**config.mk**
```make
export PLATFORM = sky130hd
export DESIGN_NAME = input_debounce_pio
export DESIGN_NICKNAME = d
export VERILOG_FILES = /design/src/rtl/input_debounce_pio_pkg.sv /design/src/rtl/input_debounce_pio_channel.sv /design/src/rtl/input_debounce_pio.sv
export SDC_FILE = /design/constraint.sdc
export NUM_CORES = 1
export LEC_CHECK = 0
export ABC_AREA = 0
export BUFFER_PORTS_ARGS = -buffer_cell sky130_fd_sc_hd__buf_4
export CAP_MARGIN = 20
export CELL_PAD_IN_SITES_DETAIL_PLACEMENT = 1
export CELL_PAD_IN_SITES_GLOBAL_PLACEMENT = 2
export CORE_MARGIN = 10
export CORE_UTILIZATION = 30
export DETAILED_ROUTE_END_ITERATION = 8
export PLACE_DENSITY_LB_ADDON = 0.1
export REMOVE_ABC_BUFFERS = 1
export SLEW_MARGIN = 5
export SYNTH_ARGS = -nofsm -noshare
export SYNTH_HDL_FRONTEND = slang
export SYNTH_SLANG_ARGS = --single-unit
```
**constraint.sdc**
```tcl
create_clock -name clk_clk -period 4.89 [get_ports clk_clk]
set_input_delay 0.978 -clock clk_clk [delete_from_list [all_inputs] [get_ports clk_clk]]
set_output_delay 0.978 -clock clk_clk [all_outputs]
set_load 0.03 [all_outputs]
```
**src/rtl/input_debounce_pio_pkg.sv**
```systemverilog
`default_nettype none
// ============================================================================
// Module   : input_debounce_pio_pkg
// Purpose  : Register map constants and counter sizing for input_debounce_pio
// Revision : 1.0 - initial release
// ============================================================================
package input_debounce_pio_pkg;

  localparam logic [1:0] ADDR_DATA         = 2'd0;
  localparam logic [1:0] ADDR_IRQ_MASK     = 2'd1;
  localparam logic [1:0] ADDR_EDGE_CAPTURE = 2'd2;
  localparam logic [1:0] ADDR_EDGE_SEL     = 2'd3;

  // Counter must hold DEBOUNCE_CYCLES-1; never narrower than one bit.
  function automatic int cnt_width(input int cycles);
    return (cycles > 2) ? $clog2(cycles) : 1;
  endfunction

endpackage
`default_nettype wire

```
**src/rtl/input_debounce_pio_channel.sv**
```systemverilog
`default_nettype none
// ============================================================================
// Module   : debounce_channel
// Purpose  : One-bit synchroniser plus stable-level debounce counter
// Revision : 1.0 - initial release
// ============================================================================
module debounce_channel
  import input_debounce_pio_pkg::*;
#(
  parameter int   DEBOUNCE_CYCLES = 50000,
  parameter int   SYNC_STAGES     = 2,
  parameter logic RESET_BIT       = 1'b0
) (
  input  logic clk_clk,
  input  logic reset_reset,
  input  logic pin,
  output logic stable
);

  localparam int             CW       = cnt_width(DEBOUNCE_CYCLES);
  localparam logic [CW-1:0]  CNT_LAST = CW'(DEBOUNCE_CYCLES - 1);

  logic [SYNC_STAGES-1:0] r_sync;
  logic [CW-1:0]          r_cnt;
  logic                   r_stable;

  always_ff @(posedge clk_clk) begin
    if (reset_reset) begin
      r_sync   <= {SYNC_STAGES{RESET_BIT}};
      r_cnt    <= '0;
      r_stable <= RESET_BIT;
    end else begin
      r_sync <= {r_sync[SYNC_STAGES-2:0], pin};
      if (r_sync[SYNC_STAGES-1] == r_stable) begin
        r_cnt <= '0;
      end else if (r_cnt == CNT_LAST) begin
        r_stable <= ~r_stable;
        r_cnt    <= '0;
      end else begin
        r_cnt <= r_cnt + 1'b1;
      end
    end
  end

  assign stable = r_stable;

endmodule
`default_nettype wire

```
**src/rtl/input_debounce_pio.sv**
```systemverilog
`default_nettype none
// ============================================================================
// Module   : input_debounce_pio
// Purpose  : Debounced PIO input group with edge capture and maskable IRQ
// Revision : 1.0 - initial release
// ============================================================================
module input_debounce_pio
  import input_debounce_pio_pkg::*;
#(
  parameter int               WIDTH           = 10,
  parameter int               DEBOUNCE_CYCLES = 50000,
  parameter int               SYNC_STAGES     = 2,
  parameter logic [WIDTH-1:0] RESET_VALUE     = '0
) (
  input  logic             clk_clk,
  input  logic             reset_reset,
  input  logic [WIDTH-1:0] pins_in,
  input  logic [1:0]       avs_address,
  input  logic             avs_read,
  input  logic             avs_write,
  input  logic [31:0]      avs_writedata,
  output logic [31:0]      avs_readdata,
  output logic             irq
);

  logic [WIDTH-1:0] w_stable;
  logic [WIDTH-1:0] w_wdata;
  logic [WIDTH-1:0] w_event;
  logic [WIDTH-1:0] w_mask_nxt;
  logic [WIDTH-1:0] w_sel_nxt;
  logic [WIDTH-1:0] w_cap_nxt;
  logic [31:0]      w_rd_mux;
  logic             w_unused;

  logic [WIDTH-1:0] r_prev;
  logic [WIDTH-1:0] r_irq_mask;
  logic [WIDTH-1:0] r_edge_cap;
  logic [WIDTH-1:0] r_edge_sel;
  logic [31:0]      r_readdata;
  logic             r_irq;

  for (genvar i = 0; i < WIDTH; i++) begin : g_ch
    debounce_channel #(
      .DEBOUNCE_CYCLES (DEBOUNCE_CYCLES),
      .SYNC_STAGES     (SYNC_STAGES),
      .RESET_BIT       (RESET_VALUE[i])
    ) u_ch (
      .clk_clk     (clk_clk),
      .reset_reset (reset_reset),
      .pin         (pins_in[i]),
      .stable      (w_stable[i])
    );
  end

  assign w_wdata  = avs_writedata[WIDTH-1:0];
  assign w_unused = ^avs_writedata;

  always_comb begin
    w_event    = (w_stable & ~r_prev & ~r_edge_sel) | (~w_stable & r_prev & r_edge_sel);
    w_mask_nxt = r_irq_mask;
    w_sel_nxt  = r_edge_sel;
    w_cap_nxt  = r_edge_cap;
    if (avs_write) begin
      case (avs_address)
        ADDR_IRQ_MASK:     w_mask_nxt = w_wdata;
        ADDR_EDGE_CAPTURE: w_cap_nxt  = r_edge_cap & ~w_wdata;
        ADDR_EDGE_SEL:     w_sel_nxt  = w_wdata;
        default:           ;
      endcase
    end
    // A new event overrides a same-cycle clear.
    w_cap_nxt = w_cap_nxt | w_event;

    w_rd_mux = '0;
    case (avs_address)
      ADDR_DATA:         w_rd_mux[WIDTH-1:0] = w_stable;
      ADDR_IRQ_MASK:     w_rd_mux[WIDTH-1:0] = r_irq_mask;
      ADDR_EDGE_CAPTURE: w_rd_mux[WIDTH-1:0] = r_edge_cap;
      default:           w_rd_mux[WIDTH-1:0] = r_edge_sel;
    endcase
  end

  always_ff @(posedge clk_clk) begin
    if (reset_reset) begin
      r_prev     <= RESET_VALUE;
      r_irq_mask <= '0;
      r_edge_cap <= '0;
      r_edge_sel <= '0;
      r_readdata <= '0;
      r_irq      <= 1'b0;
    end else begin
      r_prev     <= w_stable;
      r_irq_mask <= w_mask_nxt;
      r_edge_cap <= w_cap_nxt;
      r_edge_sel <= w_sel_nxt;
      r_irq      <= |(w_cap_nxt & w_mask_nxt);
      if (avs_read) begin
        r_readdata <= w_rd_mux;
      end
    end
  end

  assign avs_readdata = r_readdata;
  assign irq          = r_irq;

endmodule
`default_nettype wire
```
**After elaboration in Yosys (flattened, before gate mapping)**

Index checks and enable logic that the tools add are counted.

- Register bits: 241
- Output and inout port bits: 33

- Reduce and logical (&&, ||, !) cells: 23
- Add/subtract/negate cells: 10
- Equality and inequality tests: 23
- Bitwise logic cells: 32
- Mux-type cells: 5

Operators with widths:

| kind | count |
|---|---|
| 16-bit by 1-bit adder with 16-bit output, second input constant | 10 |
| 16-bit equality test, second input constant | 10 |
| 10-bit bitwise AND | 6 |
| 10-bit two-way mux | 4 |
| 10-bit inverter | 4 |
| 10-bit one-hot mux with 3 select lines | 1 |
| 3-bit OR reduction | 10 |
| 2-bit AND reduction | 11 |
| 1-bit inverter | 20 |
| 10-bit bitwise OR | 2 |
| 1-bit equality test | 10 |
| 10-bit OR reduction | 1 |
| 2-bit equality test, second input constant | 2 |
| 2-bit by 1-bit equality test with 1-bit output, second input constant | 1 |
| 2-bit logical NOT | 1 |

**Depth between registers and ports, before layout**

- Depth in word-level cells: 7
- Depth in mapped cells: 8

**By module**

A second synthesis with hierarchy kept.

- Cells, all modules: 1109
- Area total of the unflattened synthesis: 10890.4 µm²

By module, submodules not included:

| module | cells an instance | times used | area each (µm²) |
|---|---|---|---|
| debounce_channel | 87 | 10 | 847.1 |
| input_debounce_pio | 239 | 1 | 2419.8 |

**Worst setup path after synthesis**

No wires, ideal clock.

- Path type: input to register
- Start: in avs_write
- End: reg r_irq (netlist: irq)
- Slack: 2705 ps
- Data arrival time: 2052 ps
- Stages on the path: 6
- Required time: 4758 ps
- Cell sequence: clkbuf_1 > nand4b_1 > a221oi_1 > o22ai_1 > nor3_1 > a21oi_1

- Cells in the longest elaborated chain, start to end: 4
- Elaborated cells between the ends (all ways): 5
- Classes of those cells: mux (2); bitwise (2); reduce/logical (1)

Ends and longest elaborated chain:

| what | RTL line | RTL |
|---|---|---|
| start, declared | input_debounce_pio.sv:20 | `input logic avs_write,` |
| 10-bit two-way mux | input_debounce_pio.sv:63 | `if (avs_write) begin` |
| 10-bit bitwise OR | input_debounce_pio.sv:72 | `w_cap_nxt = w_cap_nxt \| w_event;` |
| 10-bit bitwise AND * | input_debounce_pio.sv:96 | `r_irq <= \|(w_cap_nxt & w_mask_nxt);` |
| 10-bit OR reduction * | input_debounce_pio.sv:96 |  |
| end signal, assigned | input_debounce_pio.sv:96 |  |
| end, declared | input_debounce_pio.sv:40 | `logic r_irq;` |

Every way passes the cells marked *; elsewhere a longest branch is shown, timed or not.
A chain may end at the register's enable or synchronous reset.

**Final worst setup path**

- Start: in avs_address[1]
- End: reg r_irq (netlist: irq)

- Cells in the longest elaborated chain, start to end: 6
- Elaborated cells between the ends (all ways): 9
- Classes of those cells: eq/ne (2); mux (4); bitwise (2); reduce/logical (1)

Ends and longest elaborated chain:

| what | RTL line | RTL |
|---|---|---|
| start, declared | input_debounce_pio.sv:18 | `input logic [1:0] avs_address,` |
| 2-bit equality test | input_debounce_pio.sv:64 | `case (avs_address)` |
| 10-bit two-way mux | input_debounce_pio.sv:64 |  |
| 10-bit two-way mux | input_debounce_pio.sv:63 |  |
| 10-bit bitwise OR | input_debounce_pio.sv:72 |  |
| 10-bit bitwise AND * | input_debounce_pio.sv:96 |  |
| 10-bit OR reduction * | input_debounce_pio.sv:96 |  |

Marked as above.

==> results.sh <==
export IMPL_post_cts_buffers=0
export IMPL_fillers=3799
export IMPL_syn_mean_instance_area_um2=9.16
export IMPL_max_freq_mhz=422
export IMPL_cts_buffer_depth=3
export IMPL_ys_types=43
export IMPL_n_antenna_cell=0
export IMPL_cp_required_ps=5290
export IMPL_clk_latency_ps=550
export IMPL_holdBufCountCts=0
export IMPL_period_share_pct=48.4
export IMPL_async_reset_ff_share_pct=0
export IMPL_htreeDepth=1
export IMPL_yosysWarnings=0
export IMPL_core_mm2=0.0328
export IMPL_slew_violations=0
export IMPL_crit_path_max_fanout=23
export IMPL_routed_via_count=7269
export IMPL_stdcell_count=1601
export IMPL_drt_iter0_drc=171
export IMPL_dp_cells=1546
export IMPL_antenna_found_initial=2
export IMPL_grt_max_degree=61
export IMPL_grt_ovfl_total=0
export IMPL_finalSetupViolCount=0
export IMPL_hold_path_cell_count=1
export IMPL_slew_headroom_pct=48.5
export IMPL_dieHeight_um=203
export IMPL_firstDrtPassIters=4
export IMPL_tightest_slew_ps=770
export IMPL_grt_pass1_vias=7484
export IMPL_clock_sinks=241
export IMPL_cp_end_kind="register"
export IMPL_cap_violations=0
export IMPL_syn_to_final_growth_pct=16.4
export IMPL_crit_type="input pin to register"
export IMPL_synth_edf_count=0
export IMPL_worstHoldPathType="register to register"
export IMPL_fin_setup_tns_ps=0
export IMPL_routed_wl_um=22600
export IMPL_synth_common_cells="dfxtp_1 (241), nor2_1 (240), xnor2_1 (82), nand2_1 (75), xor2_1 (67)"
export IMPL_portBuffers=36
export IMPL_boundaryPins=81
export IMPL_cts_tree="built"
export IMPL_yosysTopAreaCell="dfxtp_1"
export IMPL_ant_nets=0
export IMPL_syn_inst=1097
export IMPL_startpoint_type="input pin"
export IMPL_syn_area_mm2=0.0101
export IMPL_status="finished, final reports clean"
export IMPL_hpwlAfterDp_um=15100
export IMPL_hold_viol=0
export IMPL_multi_input_area_mm2=0.00493
export IMPL_synth_seq_cells=241
export IMPL_rows=66
export IMPL_cts_clk_slew_worst_paths_ps=60
export IMPL_grt_pass1_wl_um=37900
export IMPL_route_detailed_drc=0
export IMPL_vias_per_cell=4.54
export IMPL_register_area_mm2=0.00482
export IMPL_rsz0062_at_grt="false"
export IMPL_nets=1194
export IMPL_gp_congestion=0.684
export IMPL_r2r_cells=6
export IMPL_rrSetupSlack_ps=2820
export IMPL_clock_root_buffer="clkbuf_16"
export IMPL_fin_util_pct=35.7
export IMPL_yosysTopAreaCellShare_pct=48.0
export IMPL_initial_core_util_pct=30.7
export IMPL_synth_area_top_cells="dfxtp_1 (48%), nor2_1 (9.0%), xnor2_1 (7.1%)"
export IMPL_layout_setup_ws_ps=2520
export IMPL_cp_arrival_ps=2770
export IMPL_die_w_um=203
export IMPL_synthMostInstantiatedCell="dfxtp_1"
export IMPL_cts_buffers=30
export IMPL_synth_main_ff_cell="dfxtp_1"
export IMPL_pre_cts_slack_ps=1950
export IMPL_seq_area_frac_synth_pct=48.0
export IMPL_final_min_clock_period_ps=2370
export IMPL_power_leakage_nw=4.07
export IMPL_dieArea_mm2=0.0412
export IMPL_cts_resized=0
export IMPL_p_per_area_mw_per_mm2=376
export IMPL_drive_gt1_share_pct=8.80
export IMPL_wl_per_cell_um=14.1
export IMPL_track_usage_pct=10.8
export IMPL_ir_drop_v=0.000230
export IMPL_fin_skew_ps=9.18
==> cells by family (layout without fill, tap and decap cells) <==
group / count (synthesis) / in the layout / synth area share, %
xor gates and xnor gates: 149 / 149 / 13.0
buffers and inverters: 71 / 112 / 3.78
AOI/OAI and AO/OA: 28 / 28 / 1.83
muxes: 40 / 40 / 5.23
and+or+nand+nor: 557 / 557 / 26.9
DFF: 241 / 241 / 48.0
adders and majority gates: 10 / 10 / 1.24
other: 1 / 22 / 0.0373
==> placed cells by master, fill, tap and decap left out, types with 12 or more instances in the layout <==
cell type	Yosys	layout
dfxtp_1	241	241
nor2_1	240	240
xnor2_1	82	82
nand2_1	75	75
xor2_1	67	67
nand3_1	59	59
buf_4	24	39
nor3_1	35	35
nor2b_1	32	32
clkbuf_16	0	31
mux2i_1	30	30
and3_1	26	26
nand4_1	25	25
conb_1	1	22
inv_1	18	18
nand4b_1	12	12
a21oi_1	12	12
==> power breakdown <==
part / internal (mW) / switching (mW)
combinational: 0.0397 / 0.0827
sequential: 1.98 / 0.0100
clock: 1.43 / 0.858
total: 3.45 / 0.951
==> state kept, by name (all words and copies together) (netlist names) <==
| name | cells |
|---|---|
| g_ch.u_ch.r_sync | 20 |
| g_ch.u_ch.stable | 10 |
| avs_readdata | 10 |
| g_ch.u_ch.r_cnt | 160 |
| r_prev | 10 |
| r_edge_cap | 10 |
| irq | 1 |
| r_irq_mask | 10 |
| r_edge_sel | 10 |
==> metal layers <==
layer / global-route usage (%) / part of all wire, %
met5: 0 / 0.12
met4: 3.22 / 2.6
met3: 2.61 / 4.0
met2: 17.2 / 44
met1: 14.2 / 49
==> worst paths after layout <==
path | startpoint | to
worst min-delay path | g_ch[2].u_ch.r_sync[0] | g_ch[2].u_ch.r_sync[1]
worst max-delay path | avs_address[1] | irq
worst min register to register | g_ch[2].u_ch.r_sync[0] | g_ch[2].u_ch.r_sync[1]
worst max register to register | g_ch[7].u_ch.r_cnt[0] | g_ch[7].u_ch.r_cnt[5]
==> critical path, cell delays in order <==
cell and delay [ps]:
buf_4 220, nand3b_1 660, mux2i_1 450, o22ai_1 110, nor3_1 250, a21oi_1 90
==> metrics by stage <==
stage               power, mW  area, µm²  hold slack (ps)
floorplan                2.10       9820              413
global placement         2.16      10700              416
detailed placement       2.16      10700              428
global route             4.59      11700              454
CTS                      4.50      11700              442
finish                   4.40      11700              439
==> layout make-up <==
class | instances | area share, %
multi-input combinational | 806 | 42.1
sequential | 241 | 41.2
clock buffer | 46 | 7.80
tap | 442 | 4.73
timing repair buffer | 39 | 2.50
clock inverter | 9 | 1.06
inverter | 18 | 0.577
No activity file was read; power rests on OpenSTA's default activity.
